<file path="config.mk">
export PLATFORM = sky130hd
export DESIGN_NAME = framing_tx_arbiter
export DESIGN_NICKNAME = d
export VERILOG_FILES = /design/src/rtl/framing_pkg.sv /design/src/rtl/framing_tx_arbiter_rr_picker.sv /design/src/rtl/framing_tx_arbiter.sv
export SDC_FILE = /design/constraint.sdc
export NUM_CORES = 1
export LEC_CHECK = 0
export ABC_AREA = 1
export CAP_MARGIN = 40
export CORE_MARGIN = 5
export CORE_UTILIZATION = 38
export CTS_CLUSTER_DIAMETER = 200
export CTS_CLUSTER_SIZE = 16
export DETAILED_ROUTE_END_ITERATION = 6
export PLACE_DENSITY = 0.86
export SYNTH_ARGS = -nofsm -noshare
export SYNTH_HDL_FRONTEND = slang
export SYNTH_SLANG_ARGS = --single-unit
</file>
<file path="constraint.sdc">
create_clock -name aclk -period 4.1 [get_ports aclk]
set_clock_uncertainty 0.2 [all_clocks]
set_input_delay 0.82 -clock aclk [delete_from_list [all_inputs] [get_ports aclk]]
set_output_delay 0.82 -clock aclk [all_outputs]
set_load 0.05 [all_outputs]
</file>
<file path="src/rtl/framing_pkg.sv">
// -----------------------------------------------------------------------------
// framing_pkg
// Shared definitions for the framing transmit path.
//   - arb_state_t       : framing_tx_arbiter FSM states (IDLE, HEADER, DATA)
//   - BYTE_W            : width of one stream byte
//   - FRAME_*_BYTE      : default START/STOP/ESCAPE octets, so the escaper and
//                         the framer stay consistent with each other
// No ports (package).
// -----------------------------------------------------------------------------
package framing_pkg;

   localparam int BYTE_W = 8;

   localparam logic [BYTE_W-1:0] FRAME_START_BYTE  = 8'h7E;
   localparam logic [BYTE_W-1:0] FRAME_STOP_BYTE   = 8'h7E;
   localparam logic [BYTE_W-1:0] FRAME_ESCAPE_BYTE = 8'h7D;

   typedef enum logic [1:0] {
      ST_IDLE   = 2'd0,
      ST_HEADER = 2'd1,
      ST_DATA   = 2'd2
   } arb_state_t;

endpackage : framing_pkg

</file>
<file path="src/rtl/framing_tx_arbiter_rr_picker.sv">
// -----------------------------------------------------------------------------
// rr_picker
// Combinational round-robin priority search. The channel after last_grant has
// the highest priority, wrapping modulo NUM_CHANNELS; last_grant itself has
// the lowest.
// Ports:
//   req        in   NUM_CHANNELS  request vector
//   last_grant in   IDW           most recently completed grant
//   winner     out  IDW           selected channel (0 when any_req=0)
//   any_req    out  1             at least one request present
// -----------------------------------------------------------------------------
module rr_picker
   import framing_pkg::*;
#(
   parameter  int NUM_CHANNELS = 4,
   localparam int IDW          = $clog2(NUM_CHANNELS)
) (
   input  logic [NUM_CHANNELS-1:0] req,
   input  logic [IDW-1:0]          last_grant,
   output logic [IDW-1:0]          winner,
   output logic                    any_req
);

   always_comb begin
      int idx;
      idx     = 0;
      winner  = '0;
      any_req = 1'b0;
      // Walk offsets 1..N from last_grant; the first hit wins.
      for (int k = 1; k <= NUM_CHANNELS; k++) begin
         idx = (int'(last_grant) + k) % NUM_CHANNELS;
         if (!any_req && req[IDW'(idx)]) begin
            winner  = IDW'(idx);
            any_req = 1'b1;
         end
      end
   end

endmodule : rr_picker

</file>
<file path="src/rtl/framing_tx_arbiter.sv">
// -----------------------------------------------------------------------------
// framing_tx_arbiter
// Frame-granular round-robin arbiter sharing the TxFrame AXI4-Stream input of
// the framing block between NUM_CHANNELS byte-wide requesters. A grant is
// taken in IDLE and held until the granted channel's tlast handshake.
//
// Build option:
//   FRAMING_ARB_CHANNEL_ID_EN  defined   -> each output frame is prefixed by a
//                                           single channel-ID byte (grant_id)
//                              undefined -> frames pass through unmodified
//
// Ports:
//   aclk, aresetn      clock, asynchronous active-low reset
//   ch_tvalid/tready   per-channel handshake (NUM_CHANNELS bits each)
//   ch_tdata           per-channel byte, channel i at [8i+7:8i]
//   ch_tlast           per-channel end of frame
//   txframe_*          merged stream toward the framer (tvalid/tready/tdata/tlast)
//   grant_id           currently granted channel, meaningful while busy=1
//   busy               high in HEADER or DATA
// -----------------------------------------------------------------------------
module framing_tx_arbiter
   import framing_pkg::*;
#(
   parameter  int NUM_CHANNELS = 4,
   localparam int IDW          = $clog2(NUM_CHANNELS)
) (
   input  logic                           aclk,
   input  logic                           aresetn,
   input  logic [NUM_CHANNELS-1:0]        ch_tvalid,
   output logic [NUM_CHANNELS-1:0]        ch_tready,
   input  logic [BYTE_W*NUM_CHANNELS-1:0] ch_tdata,
   input  logic [NUM_CHANNELS-1:0]        ch_tlast,
   output logic                           txframe_tvalid,
   input  logic                           txframe_tready,
   output logic [BYTE_W-1:0]              txframe_tdata,
   output logic                           txframe_tlast,
   output logic [IDW-1:0]                 grant_id,
   output logic                           busy
);

   arb_state_t        state, state_nxt;
   logic [IDW-1:0]    last_grant;
   logic [IDW-1:0]    winner;
   logic              any_req;
   logic              sel_valid;
   logic              sel_last;
   logic [BYTE_W-1:0] sel_data;
   logic              frame_done;

   rr_picker #(
      .NUM_CHANNELS (NUM_CHANNELS)
   ) u_rr_picker (
      .req        (ch_tvalid),
      .last_grant (last_grant),
      .winner     (winner),
      .any_req    (any_req)
   );

   // Granted-channel view; only consumed in DATA.
   always_comb begin
      sel_valid = 1'b0;
      sel_last  = 1'b0;
      sel_data  = '0;
      for (int i = 0; i < NUM_CHANNELS; i++) begin
         if (grant_id == IDW'(i)) begin
            sel_valid = ch_tvalid[i];
            sel_last  = ch_tlast[i];
            sel_data  = ch_tdata[BYTE_W*i +: BYTE_W];
         end
      end
   end

   assign frame_done = (state == ST_DATA) && sel_valid && txframe_tready && sel_last;
   assign busy       = (state != ST_IDLE);

   always_ff @(posedge aclk or negedge aresetn) begin
      if (!aresetn) begin
         state      <= ST_IDLE;
         grant_id   <= '0;
         last_grant <= IDW'(NUM_CHANNELS - 1);
      end else begin
         state <= state_nxt;
         if (state == ST_IDLE && any_req) begin
            grant_id <= winner;
         end
         if (frame_done) begin
            last_grant <= grant_id;
         end
      end
   end

   // Outputs are decoded from the state register so that during reset (state
   // forced to IDLE) everything drops to zero without waiting for a clock.
   always_comb begin
      state_nxt      = state;
      txframe_tvalid = 1'b0;
      txframe_tdata  = '0;
      txframe_tlast  = 1'b0;
      ch_tready      = '0;
      case (state)
         ST_IDLE: begin
            if (any_req) begin
`ifdef FRAMING_ARB_CHANNEL_ID_EN
               state_nxt = ST_HEADER;
`else
               state_nxt = ST_DATA;
`endif
            end
         end
`ifdef FRAMING_ARB_CHANNEL_ID_EN
         ST_HEADER: begin
            txframe_tvalid = 1'b1;
            txframe_tdata  = BYTE_W'(grant_id);
            if (txframe_tready) begin
               state_nxt = ST_DATA;
            end
         end
`endif
         ST_DATA: begin
            txframe_tvalid      = sel_valid;
            txframe_tdata       = sel_data;
            txframe_tlast       = sel_last;
            ch_tready[grant_id] = txframe_tready;
            if (frame_done) begin
               state_nxt = ST_IDLE;
            end
         end
         default: begin
            state_nxt = ST_IDLE;
         end
      endcase
   end

endmodule : framing_tx_arbiter

</file>
==> flow_summary.json, run 1 <==
{
  "ioPinCount": 60,
  "outcome": "finished clean",
  "grtUsageTotal": 0.1966,
  "path_class": "in -> out",
  "seq_area_frac_synth": 0.1463,
  "fin_crit_ps": 3516,
  "die_y_um": 57.91,
  "slowest_stage": "clkdlybuf4s50_1",
  "drc": 0,
  "postCtsHoldBufs": 0,
  "vias": 1233,
  "ant_nets": 0,
  "grt_pass1_vias": 1248,
  "worstPathArrival_ps": 2500,
  "post_cts_buffers": 0,
  "syn_area_um2": 872.1,
  "dp_cells": 239,
  "wirelength_um": 3189,
  "cts_resized": 0,
  "critPathTopFamily": "buffers and inverters",
  "finalHoldViolations": 0,
  "setup_ws_ps": 584.1,
  "crit_fanout": 1,
  "first_pass_iters": 4,
  "syn_to_final_growth_pct": 70.45,
  "start_util": 0.3942,
  "crit_chain": "clkdlybuf4s50_1 -> nor2_1 -> nor2_1 -> o221ai_1 -> a21oi_1 -> clkdlybuf4s50_1",
  "slew_violations": 0,
  "worst-path-buf-inv": 2,
  "fin_setup_tns_ps": 0,
  "cts_tree": "done",
  "tightest_slew_ps": 518.1,
  "io_buffers": 59,
  "place.gp.congestion": 0.8232,
  "nFillCells": 209,
  "drt_iter0_drc": 46,
  "maxCapViolations": 0,
  "grt_overflow": 0,
  "drive_above_1_share": 0.1535,
  "synth_cell_type_count": 24,
  "n_antenna_cell": 0,
  "syn_nets": 199,
  "dp_hpwl_um": 2604,
  "cts_buffers": 3,
  "cts_max_level": 1,
  "die-area_um2": 3353,
  "syn_avg_cell_area_um2": 5.590,
  "synth-seq-cells": 5,
  "period_share": 0.8575,
  "cp.required_ps": 3080,
  "die_w_um": 57.91,
  "pre_cts_ws_ps": 567.3,
  "avgViaCountPerCell": 5.074,
  "max-clock-path-buffers": 2,
  "grt_pass1_wl_um": 5388,
  "ir_drop_mv": 0.8191,
  "final_util": 0.6719,
  "coreArea_um2": 2212,
  "finalSetupViolCount": 0,
  "cts_root_buf": "clkbuf_4",
  "nets": 259,
  "max_freq_ghz": 0.2844,
  "clock-sinks": 5,
  "rows": 17,
  "place_area_um2": 1460,
  "cp-start-kind": "primary input",
  "antenna_found_initial": 0,
  "fin_cells": 243,
  "grt_max_degree": 15,
  "slowest_delay_ps": 840,
  "clk_pin_slew_ps": 40,
  "p_per_area_nw_per_um2": 839.9,
  "worst_setup_path_end_kind": "output pin",
  "yosys_warnings": 0,
  "hp-class": "reg -> reg",
  "leakagePower_uw": 0.0006722,
  "synthCells": 156,
  "rsz0062_at_grt": "false",
  "avgRoutedWirePerCell_um": 13.12,
  "insertion_delay_ps": 250,
  "final_cell_area_um2": 1486,
  "max-slew-margin-rel": 0.6535
}
[cell type report]
type,instances,area (um2),area share
Clock buffer,4,26.28,0.01768
Inverter,19,76.32,0.05135
Multi-Input combinational cell,127,625.6,0.4209
Sequential cell,5,127.6,0.08586
Tap cell,28,35.03,0.02357
Timing Repair Buffer,60,595.6,0.4007
[report_power, final]
part	internal, uW	switching (uW)
combinational	351	713
clock	37.0	22.8
sequential	75.6	48.5
total	464	785
[placed cells by master, fill, tap and decap left out, drive strengths merged]
cell	instances
a21boi	1
nand3	16
o21ai	17
inv	18
clkbuf	4
nand2	63
nand4	4
dfrtp	3
a21oi	9
clkinv	1
nor2	13
o211ai	1
clkdlybuf4s50	58
buf	2
o221ai	3
dfstp	2
[logic make-up (layout without fill, tap and decap cells)]
| group | Yosys count | count (layout) | synth area share |
|---|---|---|---|
| buffers and inverters | 24 | 83 | 0.1363 |
| DFF | 5 | 5 | 0.1463 |
| and+or+nand+nor | 96 | 96 | 0.5165 |
| AOI/OAI and AO/OA | 31 | 31 | 0.2009 |
[worst reg2reg max path, stage by stage, from the launching register on]
cell and delay (ps):
dfrtp_1 550, inv_2 260, nand2_1 120, o21ai_1 120, o21ai_0 90, o21ai_1 170
nand3_1 160, o21ai_1 120, inv_1 60
[worst paths after layout]
check	start	end	slack [ps]	depth (start not counted)
worst max-delay path	ch_tdata[12]	txframe_tdata[4]	580	6
worst min-delay path	last_grant[1]$_DFFE_PN1P_	last_grant[1]$_DFFE_PN1P_	340	2
worst max register to register	grant_id[1]$_DFFE_PN0P_	state[1]$_DFFE_PN0P_	2120	8
worst min register to register	last_grant[1]$_DFFE_PN1P_	last_grant[1]$_DFFE_PN1P_	340	2
max in group asynchronous	aresetn	last_grant[0]$_DFFE_PN1P_	2850	1
min in group asynchronous	aresetn	grant_id[0]$_DFFE_PN0P_	590	1
[cell usage after synthesis]
cell type / count / area [um2]
o21ai_0: 11 / 55.05
nor2_4: 1 / 11.26
o211ai_1: 1 / 7.510
nand3_1: 15 / 75.07
a21oi_1: 9 / 45.04
a21boi_0: 1 / 7.510
nor2_1: 12 / 45.04
nand3_2: 1 / 10.01
o21ai_1: 5 / 25.02
inv_1: 12 / 45.04
inv_2: 5 / 18.77
dfrtp_1: 3 / 75.07
clkinv_1: 1 / 3.750
inv_6: 1 / 8.760
o21ai_2: 1 / 8.760
buf_4: 2 / 15.01
nand2_4: 1 / 11.26
nand2_2: 16 / 100.1
buf_6: 2 / 22.52
nand2_1: 46 / 172.7
dfstp_2: 2 / 52.55
nand4_1: 4 / 25.02
o221ai_1: 3 / 26.28
buf_2: 1 / 5.000
[flip-flops by register name, summed over array words and instances, names as in the netlist]
name	cells
last_grant	2
grant_id	2
state	1
[metal layers]
metal  share of wire  wire [um]  vias up  global-route usage
met5               0          0        -                   0
met4          0.0016          5        0             0.03974
met3           0.083        266        2             0.05568
met2            0.51       1613       48              0.3597
met1            0.41       1303      556              0.2259
li1                -          -      627                   -
[per-stage QoR]
stage	power (uW)	hold slack, ps
3_3_place_gp	1164	325.5
2_1_floorplan	888.7	324.4
4_1_cts	1252	335.7
6_report	1249	340.2
5_1_grt	1348	370.0
3_5_place_dp	1187	328.9
Note: power is estimated with default switching activity, not from simulation.
==> run 2: changes to the inputs <==
--- a/config.mk
+++ b/config.mk
@@ -12,6 +12,7 @@
 export CTS_CLUSTER_DIAMETER = 200
 export CTS_CLUSTER_SIZE = 16
 export DETAILED_ROUTE_END_ITERATION = 6
+export GPL_ROUTABILITY_DRIVEN = 0
 export PLACE_DENSITY = 0.86
 export SYNTH_ARGS = -nofsm -noshare
 export SYNTH_HDL_FRONTEND = slang
==> results of run 2 <==
Same layout as run 1: the final DEF is identical, and so are final timing and power.
